`config.mk`:
```
export PLATFORM = sky130hd
export DESIGN_NAME = jace_bank_mapper_flat
export DESIGN_NICKNAME = d
export VERILOG_FILES = /design/src/rtl/jace_bank_mapper_if.sv /design/src/rtl/jace_bank_mapper.sv /design/src/flat_wrapper.sv
export SDC_FILE = /design/constraint.sdc
export NUM_CORES = 1
export LEC_CHECK = 0
export BUFFER_PORTS_ARGS = -buffer_cell sky130_fd_sc_hd__buf_2
export CORE_UTILIZATION = 28
export CTS_BUF_LIST = sky130_fd_sc_hd__clkbuf_16
export CTS_CLUSTER_DIAMETER = 50
export DETAILED_ROUTE_END_ITERATION = 6
export PLACE_DENSITY = 0.82
export SKIP_LAST_GASP = 1
export SLEW_MARGIN = 10
export SYNTH_ARGS = -nofsm -noshare
export SYNTH_HDL_FRONTEND = slang
export SYNTH_SLANG_ARGS = --single-unit
```
`constraint.sdc`:
```
create_clock -name clk -period 1.41 [get_ports clk]
set_input_delay 0 -clock clk [delete_from_list [all_inputs] [get_ports clk]]
set_output_delay 0 -clock clk [all_outputs]
set_load 0.02 [all_outputs]
```
`src/rtl/jace_bank_mapper_if.sv`:
```
// Z80-side bus between the tv80 core and the Jupiter ACE bank mapper.
// The CPU drives address, strobes and write data; the mapper returns readback and wait.
interface jace_bank_mapper_if;
    logic [15:0] cpu_addr;
    logic        mreq_n;
    logic        iorq_n;
    logic        rd_n;
    logic        wr_n;
    logic [7:0]  data_from_cpu;
    logic [7:0]  data_to_cpu;
    logic        data_to_cpu_oe;
    logic        wait_n;

    modport master (
        output cpu_addr, mreq_n, iorq_n, rd_n, wr_n, data_from_cpu,
        input  data_to_cpu, data_to_cpu_oe, wait_n
    );

    modport slave (
        input  cpu_addr, mreq_n, iorq_n, rd_n, wr_n, data_from_cpu,
        output data_to_cpu, data_to_cpu_oe, wait_n
    );
endinterface

```
`src/rtl/jace_bank_mapper.sv`:
```
// Jupiter ACE memory mapper: region decode, paged 16 KB window at 0x8000-0xBFFF,
// I/O-port bank / write-protect / ROM-write registers and banked-window wait states.
//
// state     | meaning
// ----------+---------------------------------------------------------------
// ST_IDLE   | no banked access in progress, wait_n high
// ST_WAIT   | banked access stalled, wait_n low while cnt counts down to 0
// ST_HOLD   | wait served, wait_n high until the CPU drops mreq
module jace_bank_mapper #(
    parameter int         NUM_BANKS   = 4,
    parameter logic [7:0] BANK_PORT   = 8'h7F,
    parameter logic [7:0] ROMWP_PORT  = 8'h7E,
    parameter int         WAIT_STATES = 0,
    localparam int        BANK_BITS   = (NUM_BANKS > 2) ? $clog2(NUM_BANKS) : 1
) (
    input  logic                   clk,
    input  logic                   reset,
    jace_bank_mapper_if.slave      bus,
    output logic                   rom_enable,
    output logic                   sram_enable,
    output logic                   cram_enable,
    output logic                   uram_enable,
    output logic                   xram_enable,
    output logic                   fixed_enable,
    output logic                   bank_enable,
    output logic [BANK_BITS+13:0]  bank_addr,
    output logic                   rom_we,
    output logic                   ram_we
);

    localparam logic [1:0] ST_IDLE = 2'd0;
    localparam logic [1:0] ST_WAIT = 2'd1;
    localparam logic [1:0] ST_HOLD = 2'd2;

    localparam logic       WS_EN    = (WAIT_STATES > 0);
    localparam logic [3:0] CNT_LOAD = (WAIT_STATES > 0) ? 4'(WAIT_STATES - 1) : 4'd0;
    localparam logic [7:0] NB_LIMIT = 8'(NUM_BANKS);

    logic [BANK_BITS-1:0] bank_reg_q, bank_reg_d;
    logic                 wp_reg_q, wp_reg_d;
    logic                 romwe_reg_q, romwe_reg_d;
    logic                 io_wr, io_wr_q, io_wr_fire;
    logic                 bank_port_hit, romwp_port_hit;
    logic                 mem_cyc;
    logic [1:0]           state_q, state_d;
    logic [3:0]           cnt_q, cnt_d;

    assign mem_cyc      = ~bus.mreq_n;
    assign rom_enable   = mem_cyc & (bus.cpu_addr[15:13] == 3'b000);
    assign sram_enable  = mem_cyc & (bus.cpu_addr[15:11] == 5'b00100);
    assign cram_enable  = mem_cyc & (bus.cpu_addr[15:11] == 5'b00101);
    assign uram_enable  = mem_cyc & (bus.cpu_addr[15:12] == 4'b0011);
    assign xram_enable  = mem_cyc & (bus.cpu_addr[15:14] == 2'b01);
    assign bank_enable  = mem_cyc & (bus.cpu_addr[15:14] == 2'b10);
    assign fixed_enable = mem_cyc & (bus.cpu_addr[15:14] == 2'b11);

    assign bank_addr = {bank_reg_q, bus.cpu_addr[13:0]};
    assign rom_we    = rom_enable & ~bus.wr_n & romwe_reg_q;
    // Write protect only guards the paged window; fixed RAM stays writable.
    assign ram_we    = ~bus.wr_n & (sram_enable | cram_enable | uram_enable |
                                    xram_enable | fixed_enable |
                                    (bank_enable & ~wp_reg_q));

    assign bank_port_hit  = (bus.cpu_addr[7:0] == BANK_PORT);
    assign romwp_port_hit = (bus.cpu_addr[7:0] == ROMWP_PORT);
    assign io_wr          = ~bus.iorq_n & ~bus.wr_n;
    // Edge detect so a long OUT strobe updates the registers exactly once.
    assign io_wr_fire     = io_wr & ~io_wr_q;

    always_comb begin
        bank_reg_d  = bank_reg_q;
        wp_reg_d    = wp_reg_q;
        romwe_reg_d = romwe_reg_q;
        if (io_wr_fire && bank_port_hit) begin
            wp_reg_d = bus.data_from_cpu[7];
            if ({1'b0, bus.data_from_cpu[6:0]} < NB_LIMIT) begin
                bank_reg_d = bus.data_from_cpu[BANK_BITS-1:0];
            end
        end
        if (io_wr_fire && romwp_port_hit) begin
            romwe_reg_d = bus.data_from_cpu[0];
        end
    end

    always_comb begin
        bus.data_to_cpu    = 8'h00;
        bus.data_to_cpu_oe = 1'b0;
        if (~bus.iorq_n && ~bus.rd_n) begin
            if (bank_port_hit) begin
                bus.data_to_cpu    = {wp_reg_q, 7'(bank_reg_q)};
                bus.data_to_cpu_oe = 1'b1;
            end else if (romwp_port_hit) begin
                bus.data_to_cpu    = {7'b0, romwe_reg_q};
                bus.data_to_cpu_oe = 1'b1;
            end
        end
    end

    always_comb begin
        state_d = state_q;
        cnt_d   = cnt_q;
        case (state_q)
            ST_IDLE: begin
                if (bank_enable && WS_EN) begin
                    state_d = ST_WAIT;
                    cnt_d   = CNT_LOAD;
                end
            end
            ST_WAIT: begin
                if (cnt_q == 4'd0) begin
                    state_d = ST_HOLD;
                end else begin
                    cnt_d = cnt_q - 4'd1;
                end
            end
            ST_HOLD: begin
                if (bus.mreq_n) begin
                    state_d = ST_IDLE;
                end
            end
            default: state_d = ST_IDLE;
        endcase
    end

    assign bus.wait_n = (state_q != ST_WAIT);

    always_ff @(posedge clk) begin
        if (reset) begin
            bank_reg_q  <= '0;
            wp_reg_q    <= 1'b0;
            romwe_reg_q <= 1'b0;
            io_wr_q     <= 1'b0;
            state_q     <= ST_IDLE;
            cnt_q       <= 4'd0;
        end else begin
            bank_reg_q  <= bank_reg_d;
            wp_reg_q    <= wp_reg_d;
            romwe_reg_q <= romwe_reg_d;
            io_wr_q     <= io_wr;
            state_q     <= state_d;
            cnt_q       <= cnt_d;
        end
    end

endmodule

```
`src/flat_wrapper.sv`:
```
// flat-port wrapper written by rule: the top's interface ports become plain ports
module jace_bank_mapper_flat 
#(
    parameter int         NUM_BANKS   = 4,
    parameter logic [7:0] BANK_PORT   = 8'h7F,
    parameter logic [7:0] ROMWP_PORT  = 8'h7E,
    parameter int         WAIT_STATES = 0,
    localparam int        BANK_BITS   = (NUM_BANKS > 2) ? $clog2(NUM_BANKS) : 1
)
  (clk, reset, rom_enable, sram_enable, cram_enable, uram_enable, xram_enable, fixed_enable, bank_enable, bank_addr, rom_we, ram_we, bus_cpu_addr, bus_mreq_n, bus_iorq_n, bus_rd_n, bus_wr_n, bus_data_from_cpu, bus_data_to_cpu, bus_data_to_cpu_oe, bus_wait_n);
  jace_bank_mapper_if bus_i ();
  input  logic clk;
  input  logic reset;
  output logic rom_enable;
  output logic sram_enable;
  output logic cram_enable;
  output logic uram_enable;
  output logic xram_enable;
  output logic fixed_enable;
  output logic bank_enable;
  output logic [BANK_BITS+13:0] bank_addr;
  output logic rom_we;
  output logic ram_we;
  input wire logic [$bits(bus_i.cpu_addr)-1:0] bus_cpu_addr;
  input wire logic [$bits(bus_i.mreq_n)-1:0] bus_mreq_n;
  input wire logic [$bits(bus_i.iorq_n)-1:0] bus_iorq_n;
  input wire logic [$bits(bus_i.rd_n)-1:0] bus_rd_n;
  input wire logic [$bits(bus_i.wr_n)-1:0] bus_wr_n;
  input wire logic [$bits(bus_i.data_from_cpu)-1:0] bus_data_from_cpu;
  output wire logic [$bits(bus_i.data_to_cpu)-1:0] bus_data_to_cpu;
  output wire logic [$bits(bus_i.data_to_cpu_oe)-1:0] bus_data_to_cpu_oe;
  output wire logic [$bits(bus_i.wait_n)-1:0] bus_wait_n;
  assign bus_i.cpu_addr = bus_cpu_addr;
  assign bus_i.mreq_n = bus_mreq_n;
  assign bus_i.iorq_n = bus_iorq_n;
  assign bus_i.rd_n = bus_rd_n;
  assign bus_i.wr_n = bus_wr_n;
  assign bus_i.data_from_cpu = bus_data_from_cpu;
  assign bus_data_to_cpu = bus_i.data_to_cpu;
  assign bus_data_to_cpu_oe = bus_i.data_to_cpu_oe;
  assign bus_wait_n = bus_i.wait_n;
  jace_bank_mapper #(.NUM_BANKS(NUM_BANKS), .BANK_PORT(BANK_PORT), .ROMWP_PORT(ROMWP_PORT), .WAIT_STATES(WAIT_STATES)) u_core (.clk(clk), .reset(reset), .bus(bus_i), .rom_enable(rom_enable), .sram_enable(sram_enable), .cram_enable(cram_enable), .uram_enable(uram_enable), .xram_enable(xram_enable), .fixed_enable(fixed_enable), .bank_enable(bank_enable), .bank_addr(bank_addr), .rom_we(rom_we), .ram_we(ram_we));
endmodule
```
==> impl_metrics.env <==
export IMPL_hold_slack_ns=0.00000690
export IMPL_hold_viol=0
export IMPL_critPathArrivalTime_ns=1.61
export IMPL_hold_path_end="bank_addr[9]"
export IMPL_r2r_setup_slack_ns=-0.04
export IMPL_r2r_end="u_core.bank_reg_q[1]"
export IMPL_worst_path_max_delay_cell="or4b_4"
export IMPL_min_path_type="in -> out"
export IMPL_dp_cells=127
export IMPL_crit_path_end_kind="flip-flop"
export IMPL_num_antenna_cells=0
export IMPL_synth_seq_cells=5
export IMPL_dieHeight_microns=45.5
export IMPL_core_area_sq_um=1750
export IMPL_min_delay_start="bus_cpu_addr[9]"
export IMPL_htreeDepth=1
export IMPL_fp_row_count=15
export IMPL_ff2ff_path_depth=4
export IMPL_cts_made_buffers=3
export IMPL_synthesis_instances=65
export IMPL_grt_overflow_total=0
export IMPL_drt_total_wl_mm=1.59
export IMPL_vias_per_cell=4.62
export IMPL_initial_core_util_pct=30.4
export IMPL_die_area_sq_um=2070
export IMPL_ant_nets=0
export IMPL_r2r_start="u_core.io_wr_q"
export IMPL_crit_required_ns=1.57
export IMPL_clock_fmax_ghz=0.688
export IMPL_die_width_microns=45.5
export IMPL_area_delta_synth_final_pct=52.8
export IMPL_drive_above_1_share_pct=57.4
export IMPL_synth_top_cells_by_area="buf_4 28%, dfxtp_1 19%, mux2i_1 9.4%"
export IMPL_seq_area_frac_synth_pct=18.9
export IMPL_clock_sinks=5
export IMPL_post_route_drc_count=0
export IMPL_p_leak_nw=0.447
export IMPL_syn_area_per_cell_sq_um=8.16
export IMPL_synth_top_cell_area_share_pct=28.3
export IMPL_grt_pass1_vias=493
export IMPL_min_path_cells=0
export IMPL_period_needed_ns=1.45
export IMPL_slowest_delay_ns=0.49
export IMPL_clockBufferDepth=2
export IMPL_rsz0062_at_grt="yes"
export IMPL_skew_ns=0.000523
export IMPL_clkTransAtPathRegs_ns=0.03
export IMPL_multiInputGateArea_sq_um=312
export IMPL_post_drt_wl_per_cell_microns=11.9
export IMPL_firstDrtPassIters=5
export IMPL_cts_tree="built"
export IMPL_io_buffers=52
export IMPL_worstSetupPathType="reg -> reg"
export IMPL_crit_fanout=2
export IMPL_grt_pass1_wl_mm=2.06
export IMPL_cts_root_buffer="clkbuf_16"
export IMPL_cap_violations=0
export IMPL_io_pins=65
export IMPL_setup_viol=3
export IMPL_powerDensity_nw_per_um2=932
export IMPL_fin_crit_sh_pct=103
export IMPL_synth_distinct_cells=21
export IMPL_synth_top_cell_by_area="buf_4"
export IMPL_drt_iter0_drc=5
export IMPL_layout_cells_non_filler=133
export IMPL_utilization_pct=46.5
export IMPL_ys_warn_count=0
export IMPL_outcome="finished, violations left"
export IMPL_clk_latency_ns=0.23
export IMPL_startpoint_type="flip-flop"
export IMPL_post_cts_buffers=0
export IMPL_grt_max_degree=8
export IMPL_vias=614
export IMPL_setup_ws_ns=-0.0441
export IMPL_netlist_area_sq_um=531
export IMPL_vdd_drop_max_v=0.000623
export IMPL_fill_cells=178
export IMPL_gp_congestion=0.724
export IMPL_violations="negative setup slack"
export IMPL_grt_usage_pct=14.8
export IMPL_slew_viol_final=0
export IMPL_final_common_cell="buf_2"
export IMPL_hpwl_mm=1.26
export IMPL_crit_chain="or4b_4 -> nor3_4 -> nor3b_4 -> mux2i_1"
export IMPL_seqCellArea_sq_um=101
export IMPL_layout_nets=139
export IMPL_most_common_layout_cells="52 x buf_2, 6 x conb_1, 5 x mux2i_1, 5 x nor3_1"
export IMPL_antenna_found_initial=0
registers in the layout, indices dropped and copies added (netlist names):
name                count
u_core.bank_reg_q       2
u_core.io_wr_q          1
u_core.romwe_reg_q      1
u_core.wp_reg_q         1
cell families after synthesis:
group	count (synthesis)	share of synthesized area (%)
buffers and inverters	20	28.3
AND/OR/NAND/NOR	32	41.0
AO/OA/AOI/OAI	1	0.942
multiplexers	5	9.43
flip-flops	5	18.9
other	2	1.42
synth_stat cells, drive strengths merged:
library cell  instances
dfxtp                 5
nand4                 1
and3                  3
nor3                  6
nor2b                 1
nor3b                 4
a21oi                 1
nand2                 1
conb                  2
or4b                  1
buf                  20
nand3b                1
and3b                 2
nor4                  2
mux2i                 5
nor2                  4
nand2b                4
or4                   2
where the power goes:
group / total (W) / switching (W) / internal [W]
combinational: 0.000150 / 0.0000914 / 0.0000582
clock: 0.000461 / 0.0000939 / 0.000367
sequential: 0.000145 / 0.000000749 / 0.000144
total: 0.000755 / 0.000186 / 0.000569
stage by stage:
step | setup slack [ns] | instance area [sq um] | TNS [ns] | total power (W)
3_3_place_gp | 0.00959 | 701 | 0 | 0.000284
3_5_place_dp | -0.0445 | 701 | -0.0875 | 0.000288
6_report | -0.0441 | 811 | -0.108 | 0.000755
4_1_cts | -0.0567 | 811 | -0.119 | 0.000766
2_1_floorplan | 0.00507 | 552 | 0 | 0.000260
5_1_grt | -0.125 | 811 | -0.300 | 0.000787
timing repair:
action | 4_1_cts | 5_1_grt
hold buffers | 2 | 0
resized for setup | 3 | 0
endpoints found under the hold margin | 1 | 0
endpoints found under the setup margin | 3 | 4
critical path: cells and delay by family, from the launching register on:
kind	cells	cell delay, ns
flip-flops	1	0.31
AND/OR/NAND/NOR	3	0.88
multiplexers	1	0.20
cell type report:
class | count | area share, %
clock buffer | 3 | 9.26
clock inverter | 1 | 0.463
multi-input combinational | 44 | 38.4
sequential | 5 | 12.5
tap | 25 | 3.86
timing repair buffer | 55 | 35.5
how the worst max path moves through the flow:
stage | cells after the start | slack [ns] | endpoint | from
finish | 4 | -0.04 | u_core.bank_reg_q[1] | u_core.io_wr_q
global route | 4 | -0.12 | u_core.bank_reg_q[0] | u_core.io_wr_q
CTS | 4 | -0.06 | u_core.bank_reg_q[1] | u_core.io_wr_q
detailed placement | 4 | -0.04 | u_core.bank_reg_q[1] | u_core.io_wr_q
global placement | 4 | 0.01 | u_core.bank_reg_q[0] | u_core.io_wr_q
floorplan | 4 | 0.005 | u_core.bank_reg_q[0] | u_core.io_wr_q
metal layers:
layer	share of wire (%)	GRT usage [%]
met2	53	27.1
met1	33	12.2
met5	0	0
met4	4.9	11.5
met3	9.6	6.35
Note: power is estimated with default switching activity, not from simulation.
